<file path="src/rtl/instr_fetch_unit.sv">
// Instruction fetch stage: one outstanding imem request, single-entry delivery register, branch redirect.
// Optional macro IF_HALT_DETECT_EN: stop fetching after an hlt (opcode 5'b11111) is accepted downstream.
module instr_fetch_unit #(
    parameter logic [31:0] RESET_PC = 32'h0000_0000
) (
    input  logic        clk,
    input  logic        reset,
    output logic        imem_req,
    output logic [31:0] imem_addr,
    input  logic [31:0] imem_rdata,
    input  logic        imem_ack,
    input  logic        branch_taken,
    input  logic [31:0] branch_target,
    input  logic        of_ready,
    output logic        if_valid,
    output logic [31:0] if_pc,
    output logic [31:0] if_instruction,
    output logic        halted
);

    typedef enum logic [1:0] {FETCH, DELIVER, DRAIN, HALTED} state_t;

    state_t      state_q, state_d;
    logic [31:0] pc_q, pc_d;
    logic [31:0] addr_q, addr_d;
    logic [31:0] if_pc_q, if_pc_d;
    logic [31:0] instr_q, instr_d;
    logic        valid_q, valid_d;
    logic        req_q, req_d;
    logic        halt_q, halt_d;
    logic [31:0] target;
    logic        is_hlt;

    assign target = {branch_target[31:2], 2'b00};

`ifdef IF_HALT_DETECT_EN
    assign is_hlt = (instr_q[31:27] == 5'b11111);
`else
    assign is_hlt = 1'b0;
`endif

    always_comb begin
        state_d = state_q;
        pc_d    = pc_q;
        valid_d = valid_q;
        if_pc_d = if_pc_q;
        instr_d = instr_q;
        halt_d  = halt_q;
        case (state_q)
            FETCH: begin
                if (branch_taken) begin
                    // A response arriving with the redirect is stale; without one we must drain.
                    pc_d    = target;
                    state_d = imem_ack ? FETCH : DRAIN;
                end else if (imem_ack) begin
                    instr_d = imem_rdata;
                    if_pc_d = pc_q;
                    valid_d = 1'b1;
                    pc_d    = pc_q + 32'd4;
                    state_d = DELIVER;
                end
            end
            DELIVER: begin
                if (branch_taken) begin
                    valid_d = 1'b0;
                    pc_d    = target;
                    state_d = FETCH;
                end else if (of_ready) begin
                    valid_d = 1'b0;
                    if (is_hlt) begin
                        halt_d  = 1'b1;
                        state_d = HALTED;
                    end else begin
                        state_d = FETCH;
                    end
                end
            end
            DRAIN: begin
                if (branch_taken) pc_d = target;
                if (imem_ack) state_d = FETCH;
            end
            HALTED: begin
            end
            default: state_d = FETCH;
        endcase
        req_d  = (state_d == FETCH) || (state_d == DRAIN);
        // While draining, the old address stays on the bus until the memory acks it.
        addr_d = (state_d == DRAIN) ? addr_q : pc_d;
    end

    always_ff @(posedge clk) begin
        if (reset) begin
            state_q <= FETCH;
            pc_q    <= RESET_PC;
            addr_q  <= RESET_PC;
            req_q   <= 1'b1;
            valid_q <= 1'b0;
            if_pc_q <= 32'h0;
            instr_q <= 32'h0;
            halt_q  <= 1'b0;
        end else begin
            state_q <= state_d;
            pc_q    <= pc_d;
            addr_q  <= addr_d;
            req_q   <= req_d;
            valid_q <= valid_d;
            if_pc_q <= if_pc_d;
            instr_q <= instr_d;
            halt_q  <= halt_d;
        end
    end

    assign imem_req       = req_q;
    assign imem_addr      = addr_q;
    assign if_valid       = valid_q;
    assign if_pc          = if_pc_q;
    assign if_instruction = instr_q;
    assign halted         = halt_q;

endmodule

</file>
<file path="config.mk">
export PLATFORM = sky130hd
export DESIGN_NAME = instr_fetch_unit
export DESIGN_NICKNAME = d
export VERILOG_FILES = /design/src/rtl/instr_fetch_unit.sv
export SDC_FILE = /design/constraint.sdc
export NUM_CORES = 1
export LEC_CHECK = 0
export ABC_AREA = 1
export CORE_ASPECT_RATIO = 0.6
export CORE_MARGIN = 1.5
export CORE_UTILIZATION = 49
export DETAILED_ROUTE_END_ITERATION = 16
export PLACE_DENSITY = 0.92
export SETUP_SLACK_MARGIN = 0.3
export SYNTH_ARGS = -nofsm -noshare
export SYNTH_HDL_FRONTEND = slang
export SYNTH_SLANG_ARGS = --single-unit
</file>
<file path="constraint.sdc">
create_clock -name clk -period 2.94 [get_ports clk]
set_clock_uncertainty 0.2 [all_clocks]
set_input_delay 0.735 -clock clk [delete_from_list [all_inputs] [get_ports clk]]
set_output_delay 0.735 -clock clk [all_outputs]
set_load 0.005 [all_outputs]
</file>
# After elaboration in Yosys (flattened, before gate mapping)
# Cells that the tools add are included.
totals:
  regBits: 132
  input_bits: 69
  out_inout_bits: 99
  wordCells: 38
op_classes:
  addsub: 1
  eq_ne: 6
  muxes: 16
  n_bitwise: 1
  n_reduce_logical: 7
op_table:
  columns: ["op", "n"]
  rows:
  - ["two-way mux 32 bit", 3]
  - ["one-hot mux 32 bit (2 select lines)", 1]
  - ["adder 32 x 3 -> 32 bit (second input constant)", 1]
  - ["two-way mux 2 bit", 6]
  - ["one-hot mux 2 bit (3 select lines)", 1]
  - ["equality test 2 bit (second input constant)", 2]
  - ["zero test 2 bit", 2]
  - ["two-way mux 1 bit", 4]
  - ["!= test 2 bit (second input constant)", 2]
  - ["AND reduction 4 bit", 1]
  - ["!= test 3 bit (second input constant)", 1]
  - ["AND reduction 3 bit", 1]
  - ["equality test 2 x 1 -> 1 bit (second input constant)", 1]
  - ["one-hot mux 1 bit (2 select lines)", 1]
  - ["nonzero test 2 bit", 1]
  - ["OR reduction 2 bit", 1]
  - ["logical OR 1 bit", 1]
  - ["inverter 1 bit", 1]

# Depth between registers and ports, before layout
logic_depth:
  depth_word: 5
  ltp_mapped: 14
  depth_no_buf: 12

# Worst setup path after synthesis
# Ideal clock, no wire load.
synth_timing:
  path_kind: "input-to-reg"
  startpoint: "input imem_ack"
  endpoint: "register addr_q[18], in the netlist imem_addr[18]"
  t_arrival_ps: 1782
  t_required_ps: 2631
  setup_slack_ps: 849
  cell_stages: 11
  n_path_buf: 2
  cell_sequence: "buf_4 -> nor2_2 -> nand3_1 -> nand2_1 -> o21a_4 -> nand2_8 -> buf_6 -> nor2_1 -> nor2_1 -> nand2_1 -> inv_1"
synth_between:
  elab_chain_len: 4
  elab_cells_between_ends: 9
synth_rtl:
  columns: ["element", "line", "source"]
  rows:
  - ["start, declared", "11", "input logic imem_ack,"]
  - ["two-way mux 2 bit, on equally long branches", "55, 54", null]
  - ["two-way mux 2 bit", "51", "if (branch_taken) begin"]
  - ["one-hot mux 2 bit (3 select lines)", "49", "case (state_q)"]
  - ["equality test 2 bit", "88", "addr_d = (state_d == DRAIN) ? addr_q : pc_d;"]
  - ["end signal, assigned", "104", "addr_q <= addr_d;"]
  - ["end, declared", "25", "logic [31:0] addr_q, addr_d;"]
# Several ways; a longest one is shown, not always the timed one.
# A chain may end at the register's enable or synchronous reset.

# Worst setup path after layout
layout_timing:
  startpoint: "input branch_taken"
  endpoint: "register addr_q[3], in the netlist imem_addr[3]"
layout_between:
  elab_chain_len: 3
  elab_cells_between_ends: 7
layout_rtl:
  columns: ["element", "line", "source"]
  rows:
  - ["start, declared", "12", "input logic branch_taken,"]
  - ["two-way mux 2 bit, on equally long branches", "64, 51", null]
  - ["one-hot mux 2 bit (3 select lines)", "49", null]
  - ["equality test 2 bit", "88", null]
# Several ways; a longest one is shown, not always the timed one.

==> flow_summary.yaml <==
run_status:
  status: "complete, no violations"
placement:
  placed_area_mm2: 0.00814
  gp_congestion: 0.976
  dp_hpwl_mm: 15.1
  portBuffers: 164
  pre_cts_ws_ns: 0.0832
  post-place-cells: 1217
die:
  core_area_mm2: 0.0123
  num_rows: 31
  dieHeight_um: 91.2
  die_x_um: 150
  die-area_mm2: 0.0137
  num_io_pins: 168
  initial_core_util_pct: 51.5
final_layout:
  fill_cells: 961
  areaGrowthSynthToFinish_pct: 38.0
  layout_common_cells: "188 x nor2_1, 163 x clkdlybuf4s50_1, 161 x nand2_1, 132 x dfxtp_1, 95 x o21ai_0"
  drive_gt1_share_pct: 9.31
  multi_input_area_mm2: 0.00318
  seq_area_mm2: 0.00264
  nets: 1146
  final_common_cell: "nor2_1"
  design_area_mm2: 0.00876
  diodes: 0
  stdcell_count: 1250
  fin_util_pct: 71.0
power:
  leakage_nw: 3.73
  pwr-share-seq_pct: 40.1
  p_sw_mw: 1.40
  p_comb_share_pct: 16.5
  internal_power_mw: 3.69
  power.density_mw_per_mm2: 581
  p_clk_share_pct: 43.4
  p_sw_share_pct: 27.6
  ir_worst_vdd_v: 0.000429
clocking:
  root_buffer: "clkbuf_16"
  ctsHoldBuffers: 0
  clock_latency_ns: 0.42
  clock-sinks: 132
  path_clk_slew_ns: 0.06
  htree_levels: 4
  cts_max_path_buffers: 2
  cts_buffers: 17
  cts_tree: "yes"
sta:
  hold_violations: 0
  finalSetupViolCount: 0
  fin_crit_sh_pct: 84.4
  tightest_slew_ns: 0.515
  fin_setup_tns_ns: 0
  fmax_mhz: 403
  fin_ws_ns: 0.459
  rsz0062_at_grt: "no"
  slew_headroom_pct: 65.7
  drv_slew: 0
  fin_crit_ns: 2.48
global_routing:
  grt_util_all_layers_pct: 31.8
  met2_usage_pct: 45.8
  use_met3_pct: 13.8
  grt_pass1_wl_mm: 33.7
  grtUsageMet1_pct: 42.9
  grt_max_degree: 92
  grt-ovfl-total: 0
  grt_pass1_vias: 6512
  busiest_layer: "met2"
  antenna_found_initial: 1
yosys:
  ys_warn_count: 0
  syn_inst: 917
  synthDistinctLibCells: 46
  async_flop_share_pct: 0
  synth-seq-cells: 132
  synth-edff-count: 0
  syn_area_per_cell_um2: 6.92
  syn_nets: 991
  synth-seq-area-share_pct: 41.6
  mappedNetlistArea_mm2: 0.00635
  ys.flop_type: "dfxtp_1"
route:
  routed_wl_mm: 21.5
  drt_pass1_iterations: 6
  first_iter_violations: 670
  wl_per_cell_um: 17.2
  vias_per_cell: 5.50
  drcViolationCount: 0
  ant_nets: 0
  vias: 6871
setup_path:
  crit_type: "input port to flip-flop"
  cp_max_fo: 9
  crit_arrival_ns: 2.62
  start_kind: "input port"
  end_kind: "flip-flop"
  worstPathRequired_ns: 3.08
job:
  drv_cap: 0
worst_hold_path:
  hold_path.class: "flip-flop to flip-flop"
## worst max-delay path: stages
cell and delay (ns):
clkdlybuf4s50_1 0.61, inv_2 0.09, buf_4 0.20, nor2_2 0.18, nand2_1 0.10, inv_2 0.18, nand2_1 0.09, o211ai_1 0.11
nand2_1 0.15, a21oi_1 0.18
## path summary, 6_finish.rpt
path              cells past startpoint  slack, ns             to    startpoint
hold / removal                        2       0.26       if_valid      if_valid
setup / recovery                     10       0.46   imem_addr[3]  branch_taken
setup reg to reg                     11       0.49  imem_addr[16]    state_q[0]
hold reg to reg                       2       0.26       if_valid      if_valid
## logic make-up after synthesis
group / synth area share (%)
and+or+nand+nor: 29.8
AOI/OAI and AO/OA: 18.8
DFF: 41.6
buffers and inverters: 8.54
adders and majority gates: 0.986
xor gates and xnor gates: 0.138
other: 0.0591
## cell usage after synthesis, types with 6 or more instances
library cell  count  area (um^2)
clkbuf_1         27          101
inv_1            66          248
a21oi_1          66          330
o211ai_1         11         82.6
buf_4             6         45.0
nand3_1          37          185
nand2_2           7         43.8
inv_2             6         22.5
o21ai_0          95          475
nor2_2            7         43.8
nand4_1          10         62.6
nand2_1         161          604
dfxtp_1         132         2640
nor2_4            6         67.6
o21ai_1          26          130
nor2_1          189          709
buf_2            11         55.1
## power groups by stage
stage	clock network [mW]	logic, mW	registers (mW)
after floorplan	0	0.384	2.06
after global placement	0	0.802	2.07
after detailed placement	0	0.818	2.07
after CTS	2.22	0.829	2.03
after global routing	2.29	0.916	2.05
final	2.21	0.837	2.04
## what timing repair did
item	CTS	global route
buffers inserted	0	1
endpoints found under the setup margin	0	3
gates resized for setup	0	3
## stage by stage
step | hold WS (ns) | total power, mW
after floorplan | 0.240 | 2.44
after global placement | 0.249 | 2.87
after detailed placement | 0.258 | 2.89
after CTS | 0.267 | 5.08
after global routing | 0.271 | 5.26
final | 0.264 | 5.09
## layer usage
layer	share of wire [%]	wire length, um
met1	43	9310
met2	41	8860
met3	14	2980
met4	1.4	308
met5	0.16	35
## registers in the layout, summed over array words and instances, names as in the netlist
name and flops:
if_pc 32, if_valid 1, imem_addr 32, pc_q 32, if_instruction 32, state_q 2
imem_req 1
## final cells by class
cell class,count,share of cell area (%)
Clock buffer,19,4.94
Clock inverter,13,1.97
Inverter,75,3.24
Multi-Input combinational cell,659,36.3
Sequential cell,132,30.2
Tap cell,165,2.36
Timing Repair Buffer,187,21.1
No activity file was read; power rests on OpenSTA's default activity.
